<file path="src/rtl/l1_mem_arbiter.sv">
// l1_mem_arbiter
//   Shares one memory request/response port between the L1 instruction cache
//   (client 0) and the L1 data cache (client 1). Round-robin arbitration. Only
//   one transaction is in flight at a time. The response is routed back to
//   the client that owns the transaction.
//
// Ports
//   clk, rst            clock; synchronous active-high reset
//   icache_*            client 0 request/response channel (server side)
//   dcache_*            client 1 request/response channel (server side)
//   mem_*               shared memory channel (client side)
//   busy                high whenever the FSM is not IDLE
//   grant               owner of the current transaction (0=icache, 1=dcache)
//   err_timeout         sticky: response watchdog saturated in WAIT_RESP
//   err_stray           sticky: mem_resp_valid seen outside WAIT_RESP
module l1_mem_arbiter #(
  parameter int unsigned TIMEOUT_BITS = 10,
  parameter int unsigned ADDR_W       = 32,
  parameter int unsigned DATA_W       = 32,
  parameter int unsigned ID_W         = 4
) (
  input  logic              clk,
  input  logic              rst,
  // client 0: instruction cache
  input  logic              icache_req_valid,
  output logic              icache_req_ready,
  input  logic [ADDR_W-1:0] icache_req_addr,
  input  logic              icache_req_we,
  input  logic [ID_W-1:0]   icache_req_id,
  input  logic [DATA_W-1:0] icache_req_data,
  output logic              icache_resp_valid,
  input  logic              icache_resp_ready,
  output logic [DATA_W-1:0] icache_resp_data,
  // client 1: data cache
  input  logic              dcache_req_valid,
  output logic              dcache_req_ready,
  input  logic [ADDR_W-1:0] dcache_req_addr,
  input  logic              dcache_req_we,
  input  logic [ID_W-1:0]   dcache_req_id,
  input  logic [DATA_W-1:0] dcache_req_data,
  output logic              dcache_resp_valid,
  input  logic              dcache_resp_ready,
  output logic [DATA_W-1:0] dcache_resp_data,
  // shared memory port
  output logic              mem_req_valid,
  input  logic              mem_req_ready,
  output logic [ADDR_W-1:0] mem_req_addr,
  output logic              mem_req_we,
  output logic [ID_W-1:0]   mem_req_id,
  output logic [DATA_W-1:0] mem_req_data,
  input  logic              mem_resp_valid,
  output logic              mem_resp_ready,
  input  logic [DATA_W-1:0] mem_resp_data,
  // status
  output logic              busy,
  output logic              grant,
  output logic              err_timeout,
  output logic              err_stray
);

  localparam logic [1:0] IDLE      = 2'd0;
  localparam logic [1:0] ISSUE     = 2'd1;
  localparam logic [1:0] WAIT_RESP = 2'd2;

  logic [1:0]              state;
  logic                    rr_last;
  logic [TIMEOUT_BITS-1:0] watchdog;
  logic [TIMEOUT_BITS-1:0] watchdog_next;

  logic [ADDR_W-1:0] hold_addr;
  logic              hold_we;
  logic [ID_W-1:0]   hold_id;
  logic [DATA_W-1:0] hold_data;

  logic winner;
  logic any_req;
  logic in_idle;
  logic in_wait;
  logic accept;

  // Ties go to the client that did not win last time.
  always_comb begin
    any_req = icache_req_valid | dcache_req_valid;
    if (icache_req_valid && dcache_req_valid) begin
      winner = ~rr_last;
    end else begin
      winner = dcache_req_valid;
    end
  end

  // The !rst terms keep every client handshake quiet while reset is held,
  // even if the state register has not yet returned to IDLE.
  assign in_idle = (state == IDLE) && !rst;
  assign in_wait = (state == WAIT_RESP) && !rst;
  assign accept  = in_idle && any_req;

  assign icache_req_ready = in_idle && icache_req_valid && !winner;
  assign dcache_req_ready = in_idle && dcache_req_valid && winner;

  // Response path is purely combinational: no added latency.
  assign icache_resp_valid = in_wait && !grant && mem_resp_valid;
  assign dcache_resp_valid = in_wait &&  grant && mem_resp_valid;
  assign icache_resp_data  = mem_resp_data;
  assign dcache_resp_data  = mem_resp_data;

  // Outside WAIT_RESP any response is drained and flagged as stray.
  assign mem_resp_ready = (state == WAIT_RESP) ?
                          (grant ? dcache_resp_ready : icache_resp_ready) : 1'b1;

  assign mem_req_valid = (state == ISSUE) && !rst;
  assign mem_req_addr  = hold_addr;
  assign mem_req_we    = hold_we;
  assign mem_req_id    = hold_id;
  assign mem_req_data  = hold_data;

  assign busy = (state != IDLE);

  assign watchdog_next = (watchdog == '1) ? watchdog : watchdog + TIMEOUT_BITS'(1);

  always_ff @(posedge clk) begin
    if (rst) begin
      state       <= IDLE;
      rr_last     <= 1'b0;
      grant       <= 1'b0;
      err_timeout <= 1'b0;
      err_stray   <= 1'b0;
      watchdog    <= '0;
    end else begin
      case (state)
        IDLE: begin
          if (any_req) begin
            grant   <= winner;
            rr_last <= winner;
            state   <= ISSUE;
          end
        end
        ISSUE: begin
          if (mem_req_ready) begin
            watchdog <= '0;
            state    <= WAIT_RESP;
          end
        end
        WAIT_RESP: begin
          watchdog <= watchdog_next;
          if (watchdog_next == '1) begin
            err_timeout <= 1'b1;
          end
          if (mem_resp_valid && mem_resp_ready) begin
            state <= IDLE;
          end
        end
        default: state <= IDLE;
      endcase
      if ((state != WAIT_RESP) && mem_resp_valid) begin
        err_stray <= 1'b1;
      end
    end
  end

  // Holding registers carry no reset: they are only observed in ISSUE,
  // which is always preceded by a load.
  always_ff @(posedge clk) begin
    if (accept) begin
      hold_addr <= winner ? dcache_req_addr : icache_req_addr;
      hold_we   <= winner ? dcache_req_we   : icache_req_we;
      hold_id   <= winner ? dcache_req_id   : icache_req_id;
      hold_data <= winner ? dcache_req_data : icache_req_data;
    end
  end

endmodule
</file>
<file path="config.mk">
export PLATFORM = sky130hd
export DESIGN_NAME = l1_mem_arbiter
export DESIGN_NICKNAME = d
export VERILOG_FILES = /design/src/rtl/l1_mem_arbiter.sv
export SDC_FILE = /design/constraint.sdc
export NUM_CORES = 1
export LEC_CHECK = 0
export BUFFER_PORTS_ARGS = -buffer_cell sky130_fd_sc_hd__buf_2
export CORE_ASPECT_RATIO = 0.5
export CORE_UTILIZATION = 37
export CTS_CLUSTER_DIAMETER = 200
export CTS_CLUSTER_SIZE = 28
export DETAILED_ROUTE_END_ITERATION = 8
export GPL_TIMING_DRIVEN = 1
export PLACE_DENSITY_LB_ADDON = 0.1
export SLEW_MARGIN = 30
export SYNTH_ARGS = -nofsm -noshare
export SYNTH_HDL_FRONTEND = slang
export SYNTH_SLANG_ARGS = --single-unit
</file>
<file path="constraint.sdc">
create_clock -name clk -period 6 [get_ports clk]
set_clock_uncertainty 0.2 [all_clocks]
set_input_delay 0.3 -clock clk [delete_from_list [all_inputs] [get_ports clk]]
set_output_delay 0.3 -clock clk [all_outputs]
set_load 0.1 [all_outputs]
</file>
* Word-level counts from Yosys, hierarchy flattened
Cells that the tools add are included.
** Operators by class
- Add/sub/neg operators :: 1
- Equality and inequality tests :: 8
- Multiplexer cells :: 14
- Bitwise logic cells :: 2
- Reductions and logical operators :: 25
** Operators with widths (number)
- 32-bit two-way mux :: 2
- 10-bit == test, second input constant :: 2
- 10-bit two-way mux :: 2
- 10-bit case mux with 2 select lines :: 1
- 1-bit logical AND :: 15
- 10-bit by 1-bit adder with 10-bit output, second input constant :: 1
- 2-bit two-way mux :: 3
- 2-bit inequality test, second input constant :: 3
- 2-bit case mux with 3 select lines :: 1
- 2-bit AND reduction :: 3
- 1-bit two-way mux :: 4
- 4-bit two-way mux :: 1
- 2-bit nonzero test :: 2
- 1-bit logical NOT :: 3
- 3-bit AND reduction :: 1
- 2-bit by 1-bit == test with 1-bit output, second input constant :: 1
- 2-bit == test, second input constant :: 1
- 2-bit logical NOT :: 1
- 2-bit by 1-bit inequality test with 1-bit output, second input constant :: 1
- 1-bit NOT :: 1
- 1-bit OR :: 1
** Storage, ports and cells
- Bits in registers :: 84
- Input port bits :: 178
- Output and inout port bits :: 143

* Depth between registers and ports, before layout
- Depth in word-level cells :: 5
- Mapped depth :: 6
- Depth with buffers taken out :: 5

* Least setup slack after synthesis
No wires, ideal clock.
- Kind :: register to register
- From :: reg state[1]
- To :: reg hold_addr[0], in the netlist mem_req_addr[0], enable pin
- Arrival :: 5.807 ns
- Data required time :: 5.220 ns
- Slack :: -0.587 ns
- Cell stages (with the launch flop) :: 4
- Path buffers :: 0
- Clock period less this slack :: 6.587 ns
- Path through :: dfxtp_1 -> nor2_1 -> inv_1 -> nor3_1
** Between the ends
- Word-level cells in the longest chain between the ends :: 3
** RTL lines
- from (decl) :: RTL line 65 : logic [1:0] state;
- from (signal assigned) :: RTL line 122 : state <= IDLE;
- from (signal assigned) :: RTL line 134 : state <= ISSUE;
- from (signal assigned) :: RTL line 140 : state <= WAIT_RESP;
- 2-bit logical NOT :: RTL line 93 : assign in_idle = (state == IDLE) && !rst;
- 1-bit logical AND :: RTL line 93
- 1-bit logical AND :: RTL line 95 : assign accept = in_idle && any_req;
- via accept :: RTL line 79 : logic accept;
- to (signal assigned) :: RTL line 164 : hold_addr <= winner ? dcache_req_addr : icache_req_addr;
- to (decl) :: RTL line 70 : logic [ADDR_W-1:0] hold_addr;
The timed path passes the listed nets, and every way through them passes these cells.
A chain may end at the register's enable or synchronous reset.

* Worst setup path in the final report
- From :: reg rr_last
- To :: out dcache_req_ready
** Between the ends
- Word-level cells in the longest chain between the ends :: 3
** RTL lines
- from (decl) :: RTL line 66 : logic rr_last;
- from (signal assigned) :: RTL line 133 : rr_last <= winner;
- 1-bit NOT :: RTL line 85 : winner = ~rr_last;
- 1-bit two-way mux :: RTL line 84 : if (icache_req_valid && dcache_req_valid) begin
- 1-bit logical AND :: RTL line 98 : assign dcache_req_ready = in_idle && dcache_req_valid && winner;
- to (decl) :: RTL line 36 : output logic dcache_req_ready,
No other way between the ends.

==> flow_metrics.py <==
metrics = {
    "status": {
        "status": "complete, no violations",
    },
    "cts": {
        "cts_tree": "done",
        "cts_buffers": 9,
        "cts_sinks": 84,
        "clock-root-buffer": "clkbuf_16",
        "clk_path_buf_depth": 2,
        "clk_pin_slew_ps": 60,
        "ctsHoldBuffers": 0,
        "post-cts-setup-buffers": 0,
        "ctsResizeCount": 0,
        "h-tree-depth": 3,
        "worstSkewPairLatency_ps": 330,
    },
    "die": {
        "die_area_mm2": 0.01205,
        "fp.dieW_um": 154.3,
        "pin_count": 321,
        "die_y_um": 78.13,
        "initial_core_util_pct": 38.47,
        "core_mm2": 0.01115,
        "rows": 27,
    },
    "yosys": {
        "synth-seq-cells": 84,
        "synth_flop_cell": "edfxtp_1",
        "yosys_warnings": 0,
        "synthCells": 324,
        "synth.net_count": 503,
        "avgSynthCellArea_um2": 13.24,
        "async_flop_share_pct": 0,
        "synth-edff-count": 69,
        "synth-seq-area-share_pct": 55.31,
        "ys_types": 46,
        "syn_area_mm2": 0.004289,
    },
    "drt": {
        "drtAntennaViolNets": 0,
        "drt_iter0_drc": 131,
        "drc": 0,
        "drt-vias-per-instance": 4.767,
        "num_vias": 3032,
        "first_pass_iters": 4,
        "wirelength_um": 10900,
        "wl_per_cell_um": 17.14,
    },
    "critical_path": {
        "crit_start": "rr_last",
        "r2r_end": "mem_req_addr[23]",
        "arrival_ps": 2240,
        "critPathLaunchType": "flop",
        "endpoint_kind": "primary output",
        "critPathMaxFanout": 71,
        "crit_type": "reg2out",
        "max_stage_delay_ps": 660,
        "path_depth": 4,
        "crit_end": "dcache_req_ready",
        "cpLargestDelayFamily": "buffers and inverters",
        "required_ps": 5500,
        "crit_chain": "a21boi_4, buf_4, nor3b_1, buf_2",
        "crit_buf_inv": 2,
        "reg2reg_slack_ps": 3780,
        "r2r_start": "state[1]",
        "slowest_stage": "buf_4",
        "reg2reg_depth": 4,
    },
    "placed_design": {
        "gp_congestion": 0.8166,
        "place_ws_ps": 3490,
        "port_buffers": 224,
        "place_hpwl_um": 8425,
    },
    "timing": {
        "maxSlewViolCount": 0,
        "rsz0062_at_grt": "no",
        "worstMarginPinSlew_ps": 908.9,
        "min_period_over_period_pct": 45.60,
        "max_freq_ghz": 0.3655,
        "finalHoldViolations": 0,
        "period_minus_slack_ps": 2736,
        "setup_tns_ps": 0,
        "fin_ws_ps": 3264,
        "setup_viol": 0,
        "max_slew_margin_pct": 39.41,
    },
    "global_route": {
        "grt_overflow": 0,
        "grt_max_degree": 72,
        "grt_pass1_wl_um": 16190,
        "track_usage_pct": 17.88,
        "antenna_found_initial": 0,
        "grt_pass1_vias": 2923,
    },
    "hold_path": {
        "whs_path_depth": 3,
        "hold_class": "in2reg",
    },
    "pwr": {
        "peakVddDrop_mv": 0.1746,
        "pwr-share-clk_pct": 30.8,
        "power_frac_comb_pct": 26.9,
        "p_sw_uw": 568.3,
        "p_int_mw": 1.067,
        "switching_share_pct": 34.75,
        "p_seq_share_pct": 42.3,
        "power_mw": 1.636,
        "p_leak_nw": 2.256,
        "power_density_mw_per_mm2": 304.9,
    },
    "finish": {
        "final_common_cell": "buf_2",
        "syn_to_final_growth_pct": 25.06,
        "insertedDiodeCount": 0,
        "finalNetCount": 665,
        "layout-drive-gt1-share_pct": 64.97,
        "final_cell_mix": "buf_2, mux2_2, edfxtp_1",
        "final_util_pct": 48.11,
    },
    "job": {
        "maxCapViolCount": 0,
    },
}
[cell type report]
type | instances | area [um^2]
fillers | 1075 | 5784
flip-flops and latches | 84 | 2372
multi-input cells | 158 | 1373
repair buffers | 226 | 1136
clock buffers | 9 | 225.2
well taps | 145 | 181.4
clock inverters | 7 | 50.05
inverters | 7 | 26.28
[routing by layer]
metal,global-route usage [%],share of wire [%],up-vias
li1,-,-,1480
met1,17.46,35,1383
met2,36.23,57,161
met3,6.184,7.6,8
met4,4.158,0.78,0
met5,0,0,-
[how the worst min path moves through the flow]
stage,to,slack [ps],start
6_report,err_stray,40,mem_resp_valid
4_1_cts,err_stray,40,mem_resp_valid
5_1_grt,mem_req_we,50,dcache_req_we
2_1_floorplan,rr_last,220,icache_req_valid
3_3_place_gp,err_timeout,290,err_timeout
3_5_place_dp,err_timeout,280,err_timeout
[registers in the layout (all words and copies together), names as in the netlist]
register,flops
mem_req_addr,32
mem_req_data,32
watchdog,10
mem_req_id,4
state,2
err_stray,1
err_timeout,1
mem_req_we,1
rr_last,1
[worst register-to-register path, stage by stage, from the launching register on]
cell     delay (ps)
dfxtp_1         360
nor2_1          210
inv_1           140
nor3_4          160
buf_4           700
[through the flow]
step	hold slack [ps]	std cells	area (um^2)
floorplan	216.1	324	4294
global placement	287.6	620	5084
global route	51.26	636	5364
detailed placement	275.0	620	5089
finish	42.32	636	5364
CTS	35.91	636	5364
[power by group through the flow]
| stage | logic [mW] | clock network, mW | registers (mW) |
|---|---|---|---|
| detailed placement | 0.445 | 0 | 0.704 |
| CTS | 0.445 | 0.521 | 0.692 |
| floorplan | 0.306 | 0 | 0.948 |
| global placement | 0.443 | 0 | 0.703 |
| global route | 0.459 | 0.547 | 0.695 |
| finish | 0.440 | 0.504 | 0.691 |
[synth_stat cells, types with 3 or more instances]
| cell type | count | area [um^2] |
|---|---|---|
| a21oi_1 | 8 | 40.04 |
| a31oi_1 | 6 | 37.54 |
| and3_1 | 3 | 18.77 |
| buf_2 | 8 | 40.04 |
| buf_4 | 65 | 488.0 |
| dfxtp_1 | 15 | 300.3 |
| edfxtp_1 | 69 | 2072 |
| inv_1 | 7 | 26.28 |
| mux2_2 | 69 | 777.0 |
| nand2_1 | 8 | 30.03 |
| nand2b_1 | 3 | 18.77 |
| nand3_1 | 3 | 15.01 |
| nand4_1 | 3 | 18.77 |
| nor2_1 | 7 | 26.28 |
| nor3_1 | 5 | 25.02 |
| o21ai_0 | 8 | 40.04 |
[kinds of logic after synthesis]
logic type | count (synthesis) | share of synthesized area (%)
xor gates and xnor gates | 1 | 0.2042
buffers and inverters | 82 | 13.33
AOI/OAI and AO/OA | 38 | 6.039
muxes | 70 | 18.35
and+or+nand+nor | 48 | 6.476
DFF | 84 | 55.31
adders and majority gates | 1 | 0.2917
(Power assumes the default switching activity.)
